--- src/rtl/n_counter_cfg_ctrl.sv ---
// Disciplines the fractional clock divider against GPS 1PPS: it measures clk_in cycles
// per second and derives n/rem = floor(M*2^12/F_OUT) with a restoring divider.
module n_counter_cfg_ctrl #(
  parameter logic [31:0] F_OUT       = 32'd1000,
  parameter logic [31:0] N_DEFAULT   = 32'd100000,
  parameter logic [31:0] MIN_COUNT   = 32'd90000000,
  parameter logic [31:0] MAX_COUNT   = 32'd110000000,
  parameter logic [31:0] PPS_TIMEOUT = 32'd150000000,
  parameter logic [31:0] LOCK_COUNT  = 32'd3
) (
  input  logic        clk_in,
  input  logic        reset,
  input  logic        pps_in,
  output logic [31:0] n_out,
  output logic [11:0] rem_out,
  output logic        cfg_update,
  output logic        cfg_valid,
  output logic        locked,
  output logic        pps_missing,
  output logic        meas_reject,
  output logic [31:0] measure_count
);

  typedef enum logic [2:0] {
    S_IDLE,
    S_MEASURE,
    S_CHECK,
    S_DIVIDE,
    S_UPDATE
  } state_t;

  state_t      r_state;
  state_t      w_next;

  logic        r_sync1;
  logic        r_sync2;
  logic        r_sync2_d;
  logic        w_pps_rise;

  logic [31:0] r_cnt;
  logic [31:0] w_meas;
  logic        r_seen;
  logic        w_timeout;
  logic        w_in_range;

  logic [43:0] r_dvd;
  logic [42:0] r_quo;
  logic [32:0] r_rem;
  logic [33:0] w_trial;
  logic [32:0] w_diff;
  logic        w_qbit;
  logic [5:0]  r_bit;
  logic        w_last_bit;
  logic [31:0] r_good;

  assign w_pps_rise = r_sync2 & ~r_sync2_d;
  assign w_meas     = (r_cnt == '1) ? r_cnt : r_cnt + 32'd1;
  assign w_in_range = (measure_count >= MIN_COUNT) && (measure_count <= MAX_COUNT);

  // Flag is raised on the same edge cnt reaches PPS_TIMEOUT; a coincident edge wins.
  assign w_timeout  = r_seen && (r_cnt == PPS_TIMEOUT - 32'd1) && !w_pps_rise &&
                      ((r_state == S_IDLE) || (r_state == S_MEASURE));

  assign w_trial    = {r_rem, r_dvd[43]};
  assign w_qbit     = (w_trial >= {2'b00, F_OUT});
  assign w_diff     = w_trial[32:0] - {1'b0, F_OUT};
  assign w_last_bit = (r_bit == 6'd43);

  always_ff @(posedge clk_in) begin
    if (!reset) r_state <= S_IDLE;
    else        r_state <= w_next;
  end

  always_comb begin
    w_next = r_state;
    case (r_state)
      S_IDLE:    if (w_pps_rise) w_next = S_MEASURE;
      S_MEASURE: begin
        if (w_pps_rise)     w_next = S_CHECK;
        else if (w_timeout) w_next = S_IDLE;
      end
      S_CHECK:   w_next = w_in_range ? S_DIVIDE : S_MEASURE;
      S_DIVIDE:  if (w_last_bit) w_next = S_UPDATE;
      S_UPDATE:  w_next = S_MEASURE;
      default:   w_next = S_IDLE;
    endcase
  end

  always_comb begin
    cfg_update  = 1'b0;
    meas_reject = 1'b0;
    if (r_state == S_UPDATE)               cfg_update  = 1'b1;
    if (r_state == S_CHECK && !w_in_range) meas_reject = 1'b1;
  end

  always_ff @(posedge clk_in) begin
    if (!reset) begin
      r_sync1       <= 1'b0;
      r_sync2       <= 1'b0;
      r_sync2_d     <= 1'b0;
      r_cnt         <= '0;
      r_seen        <= 1'b0;
      pps_missing   <= 1'b0;
      measure_count <= '0;
      n_out         <= N_DEFAULT;
      rem_out       <= '0;
      cfg_valid     <= 1'b0;
      locked        <= 1'b0;
      r_good        <= '0;
      r_dvd         <= '0;
      r_quo         <= '0;
      r_rem         <= '0;
      r_bit         <= '0;
    end else begin
      r_sync1   <= pps_in;
      r_sync2   <= r_sync1;
      r_sync2_d <= r_sync2;

      if (w_pps_rise)         r_cnt <= '0;
      else if (r_cnt != '1)   r_cnt <= r_cnt + 32'd1;

      if (w_pps_rise) begin
        r_seen      <= 1'b1;
        pps_missing <= 1'b0;
      end else if (w_timeout) begin
        pps_missing <= 1'b1;
      end

      case (r_state)
        S_MEASURE: if (w_pps_rise) measure_count <= w_meas;
        S_CHECK: begin
          r_dvd <= {measure_count, 12'h000};
          r_rem <= '0;
          r_quo <= '0;
          r_bit <= '0;
          if (!w_in_range) begin
            locked <= 1'b0;
            r_good <= '0;
          end
        end
        S_DIVIDE: begin
          r_dvd <= {r_dvd[42:0], 1'b0};
          r_rem <= w_qbit ? w_diff : w_trial[32:0];
          r_quo <= {r_quo[41:0], w_qbit};
          r_bit <= r_bit + 6'd1;
          // Results land on the edge into UPDATE so they coincide with cfg_update.
          if (w_last_bit) begin
            {n_out, rem_out} <= {r_quo, w_qbit};
            cfg_valid        <= 1'b1;
            if (r_good < LOCK_COUNT)            r_good <= r_good + 32'd1;
            if (r_good + 32'd1 >= LOCK_COUNT)   locked <= 1'b1;
          end
        end
        default: ;
      endcase

      if (w_timeout) begin
        locked <= 1'b0;
        r_good <= '0;
      end
    end
  end

endmodule

--- config.mk ---
export PLATFORM = sky130hd
export DESIGN_NAME = n_counter_cfg_ctrl
export DESIGN_NICKNAME = d
export VERILOG_FILES = /design/src/rtl/n_counter_cfg_ctrl.sv
export SDC_FILE = /design/constraint.sdc
export NUM_CORES = 1
export LEC_CHECK = 0
export CAP_MARGIN = 20
export CORE_ASPECT_RATIO = 1.1
export CORE_MARGIN = 10
export CORE_UTILIZATION = 40
export DETAILED_ROUTE_END_ITERATION = 8
export DONT_BUFFER_PORTS = 1
export PLACE_DENSITY_LB_ADDON = 0.15
export SETUP_SLACK_MARGIN = 0.15
export SYNTH_ARGS = -nofsm -noshare
export SYNTH_HDL_FRONTEND = slang
export SYNTH_SLANG_ARGS = --single-unit
--- constraint.sdc ---
create_clock -name clk_in -period 4.45 [get_ports clk_in]
set_input_delay 0.89 -clock clk_in [delete_from_list [all_inputs] [get_ports clk_in]]
set_output_delay 0.89 -clock clk_in [all_outputs]
set_load 0.005 [all_outputs]
-- Yosys cells after proc, flatten, opt, wreduce, memory -nomap -nowiden
Cells that the tools add are included.
- $add $sub $neg: 4
- order comparisons: 5
- equal/unequal tests: 14
- muxes and demuxes: 22
- bitwise logic cells: 3
- reduce and logical (&&, ||, !) cells: 17
- operators by type and width (cell ; number):
    2-to-1 mux 32 bit ; 4
    case mux 44 bit (2 select lines) ; 1
    case mux 43 bit (2 select lines) ; 1
    case mux 33 bit (2 select lines) ; 1
    adder 32 x 1 -> 32 bit, second input constant ; 2
    case mux 32 bit (2 select lines) ; 1
    >= comparator 34 x 10 -> 1 bit, second input constant ; 1
    2-to-1 mux 33 bit ; 1
    subtractor 33 x 10 -> 33 bit, second input constant ; 1
    == test 32 x 28 -> 1 bit, second input constant ; 1
    == test 32 bit, second input constant ; 1
    >= comparator 32 x 2 -> 1 bit, second input constant ; 1
    >= comparator 32 x 27 -> 1 bit, second input constant ; 1
    <= comparator 32 x 27 -> 1 bit, second input constant ; 1
    < comparator 32 x 2 -> 1 bit, second input constant ; 1
    inequality test 32 bit, second input constant ; 1
    case mux 3 bit (5 select lines) ; 1
    2-to-1 mux 3 bit ; 4
    case mux 6 bit (2 select lines) ; 1
    inequality test 2 bit, second input constant ; 5
    AND reduction 4 bit ; 2
    adder 6 x 1 -> 6 bit, second input constant ; 1
    == test 3 x 2 -> 1 bit, second input constant ; 2
    == test 6 bit, second input constant ; 1
    16 further kinds ; 28
- register bits: 276

-- Depth between registers and ports, before layout
- word-level depth: 8
- mapped depth: 9

-- Least setup slack after synthesis
OpenSTA, ideal clock, no wires.
- kind: reg2out
- start point: reg measure_count[31]
- end point: out meas_reject
- arrival: 1.552 ns
- slack: 2.008 ns
- stages on the path, launching flop included: 6
- path buffers: 0
- cell sequence: dfxtp_1 or4_1 a2111oi_0 o21a_1 a21oi_1 and2_1
- word-level cells in the longest chain between the ends: 5
- elaborated cells between the ends (all ways): 6
- classes of those cells: order compare (2); mux (1); reduce/logical (3)
- ends and longest elaborated chain (item ; RTL line ; text):
    start, declared ; 21 ; output logic [31:0] measure_count
    start signal, assigned ; 130 ; S_MEASURE: if (w_pps_rise) measure_count <= w_meas;
    >= comparator 32 x 27 -> 1 bit or <= comparator 32 x 27 -> 1 bit (tied branches) ; 58 ; assign w_in_range = (measure_count >= MIN_COUNT) && (measure_count <= MAX_COUNT);
    logical AND 1 bit (*) ; 58 ;
    logical NOT 1 bit (*) ; - ;
    logical AND 1 bit (*) ; 93 ; if (r_state == S_CHECK && !w_in_range) meas_reject = 1'b1;
    2-to-1 mux 1 bit (*) ; 93 ;
    end, declared ; 20 ; output logic meas_reject,
Mark *: on every way between the ends. The rest lies on a longest branch, timed or not.

-- Worst setup path after layout
- start point: reg measure_count[20]
- end point: out meas_reject
Same word-level chain as after synthesis.

==> results list <==
- After floorplanning, the core was sized to cover 0.02787 mm².
- Post-synthesis net count: around 1300
- GPL Wtd Cong: ~0.82
- Effective utilization at floorplan: approximately two fifths
- Gr usage total: roughly 14%
- Count of hold-fix buffers inserted at cts: 0
- Counting cells, the worst reg-to-reg path comes to 7.
* Sequential cell area fraction in the yosys report: around 47%
- Once placement completed, the tool counted placed cells totaling approximately 1600.
- The synthesized design devotes to its leading area cell type between 40% and 50% of total area.
* CTS clock-pin slew for the worst setup and hold paths: ~0.060 ns
- Max-slew violations: 0
* Maximum fanout count along the critical path: 6
- The clock period could shrink to 3.433 ns.
* Maximum number of pins on one net before global-route repair: 177
- Residual overflow from global routing: 0
- Result of the run: complete, no violations
* RSZ-0062 raised after global routing: false
- Avg Inst Size Synth: between 8 and 9 µm²
* Critical-path cell list: nor3_1 > o21ai_0 > a2111oi_0 > o21a_1 > a21oi_1 > and2_1
- Die extent in y: a little under 200 µm
* Die outline width: ~180 µm
- In this run the deepest clock path goes through 3 buffers.
- Timing would allow up to between 0.2 and 0.3 GHz.
* Slew margin rel.: between 30% and 40%
- The synthesized design contains 0 enable-type register cells.
* Minimum setup slack among reg-to-reg paths: 1.77 ns
- Post-DRT Antenna Nets: 0
- Relative to the synthesized area, the layout overhead comes to 10.80%.
* Max-cap violations: 0
- Crit share post-route: slightly below 80%
* Count of unique library cells instantiated by Yosys: 65
* Non-Filler Instances: between 1500 and 2000
* Nets@finish: roughly 1300
- In this design, the stage delay of the slowest critical-path cell is between 0.3 and 0.4 ns.
- Num CTS Buffers: 29
* Number of design rule violations left after detail routing: 0
* Top area cells in the synthesized netlist: dfxtp_1 47%, nand2_1 7.9%, a21boi_0 5.6%, xnor2_1 3.9%, nand3_1 3.6%
- Peak ir drop on the vdd network: 0.0002727 V
- Final setup TNS: 0 ns
* Synth async-reset ratio: 0%
* Mapped Cells: 1318
* Starting DRC count in detailed routing: about 490
- In the layout the commonest cells are 263 x dfxtp_1, 240 x nand2_1, 84 x a21boi_0.
- On the critical path the largest part of the delay comes from compound AO/OA/AOI/OAI gates.
* Standard cell area after detailed placement: roughly 0.012 mm²
- Yosys top cell by area: dfxtp_1
- The path with the worst hold slack has its endpoint at r_rem[1]$_SDFFE_PN0P_.
- In the final routed layout, each cell accounts on average for 15.84 µm.
- Data required time of the critical path: 3.56 ns
- In this run the worst hold path is classified as reg2reg.
- The routed design has 26.27 mm of wire.
- After legalization and detailed placement, the total HPWL measured around 17 mm.
- The critical path contains buffers and inverters numbering 0 combined.
- Startpoint of the worst hold path: r_rem[1]$_SDFFE_PN0P_
- In this run the critical register-to-register path is launched from r_cnt[20]$_SDFFE_PP0N_.
* Setup CP Type: reg2out
* Master cell of the clock root buffer: clkbuf_16
* Kind of capture point of the worst setup path: primary output
* Number of synthesized register bits: about 260
- The worst register-to-register path ends at measure_count[25]$_SDFFE_PN0P_.
- Vias in the first global route: about 8400
* Yosys warning total: 0
* Diode insertion count for antenna repair: 0
- Die outline area: between 0.03 and 0.04 mm²
* Count of buffers inserted at the top-level ports: 0
- Fill cell count: around 2800
* Clock tree sinks: roughly 260
- The library cell used most frequently in the layout, excluding fill and tap cells, is dfxtp_1.
- Between clock sinks in the finished design, the worst skew comes to approximately 0.013 ns.
- In this run the number of H-tree levels came out at 1.
- Slowest cell on the critical path: nor3_1
- Average vias per placed instance: 5.344
- Dominant synthesized flop cell: dfxtp_1
* Synthesized cell area: approximately 0.011 mm²
- TritonCTS built the clock tree.
- The total count of hold-check failures in the final report is 0.
- Slew @ Worst Pin: ~1 ns
- Setup-failing EPs final: 0
* Crit start category: flip-flop
- In this run, post-CTS repair resized a total of 0 instances.
- Along the worst hold path, the cell count comes to 2.
- Power spread over the standard cell area amounts to between 300 and 400 mW/mm².
- Number of rows created at floorplan: 64
* Vias: ~9000
* Post-CTS setup-driven buffer insertion count: 0
* Core utilization of the finished layout: ~45%
- Cells with a size suffix above 1 make up roughly 6.1% of the layout.
- Leakage Power: about 4.6 nW
* Initial antenna violation count: 0
- First-pass GRT wire length: approximately 44 mm
- Drt first pass iters: 4
* Worst-skew pair later-pin latency: ~0.54 ns
- The finished cells cover 0.01258 mm².
- Number of primary I/O pins: 84
* Data arrival time at the worst-slack endpoint: around 2.5 ns
cell type report:
class,count,area [µm²],area share (%)
multi-input combinational,960,5723,45.51
clock buffer,41,820.8,6.527
sequential,264,5289,42.06
timing repair buffer,10,102.6,0.8158
clock inverter,9,145.1,1.154
inverter,11,41.29,0.3283
tap,363,454.2,3.612
Yosys cell counts (25+ instances only):
master    count
xnor2_1      50
dfxtp_1     264
clkbuf_1     67
nor2_1       72
a21boi_0     84
o21ai_1      25
mux2i_1      37
o21ai_0      43
nand2_1     240
nor3_1       39
and2_1       40
nand3_1      82
o211a_1      35
a21oi_1      35
routing by layer:
| layer | GRT usage, % | part of all wire, % |
|---|---|---|
| met3 | 3.444 | 6.0 |
| met5 | 0 | 0 |
| met2 | 24.08 | 47 |
| met1 | 18.14 | 45 |
| met4 | 3.678 | 1.9 |
through the flow:
step,setup slack (ns),hold WS [ns],power [mW]
3_5_place_dp,1.641,0.4556,2.514
6_report,1.017,0.4616,4.894
2_1_floorplan,2.008,0.4119,2.513
3_3_place_gp,1.632,0.4482,2.515
4_1_cts,1.039,0.4406,4.956
5_1_grt,0.8916,0.4774,5.068
flip-flops by register name (all words and copies together), names as in the netlist, 3 cells and up:
register / cells
r_rem: 33
r_state: 3
measure_count: 32
r_dvd: 32
r_cnt: 32
n_out: 32
r_quo: 43
rem_out: 12
r_good: 32
r_bit: 6
worst max path at each step:
stage	from	to	slack (ns)	cells past startpoint
2_1_floorplan	measure_count[31]$_SDFFE_PN0P_	meas_reject	2.01	5
3_3_place_gp	measure_count[19]$_SDFFE_PN0P_	meas_reject	1.63	6
3_5_place_dp	measure_count[20]$_SDFFE_PN0P_	meas_reject	1.64	6
4_1_cts	measure_count[21]$_SDFFE_PN0P_	meas_reject	1.04	6
5_1_grt	measure_count[19]$_SDFFE_PN0P_	meas_reject	0.89	6
6_report	measure_count[20]$_SDFFE_PN0P_	meas_reject	1.02	6
cell families after synthesis:
kind of cell             share of synthesized area (%)
buffers and inverters                            3.153
adder cells (fa/ha/maj)                         0.5512
XOR/XNOR                                         5.093
multiplexers                                     3.362
AND/OR/NAND/NOR                                  25.09
flip-flops                                       46.57
AO/OA/AOI/OAI                                    16.18
tightest hold or removal path, stage by stage (launching register included):
cell      delay [ns]
dfxtp_1         0.31
nand2_1         0.05
a21boi_0        0.06
power by group:
part / internal (mW) / leakage, nW / total [mW] / switching [mW]
clock network: 1.50 / 0.478 / 2.43 / 0.927
registers: 2.37 / 2.13 / 2.39 / 0.0182
logic: 0.0351 / 1.95 / 0.0756 / 0.0404
(Power assumes the default switching activity.)
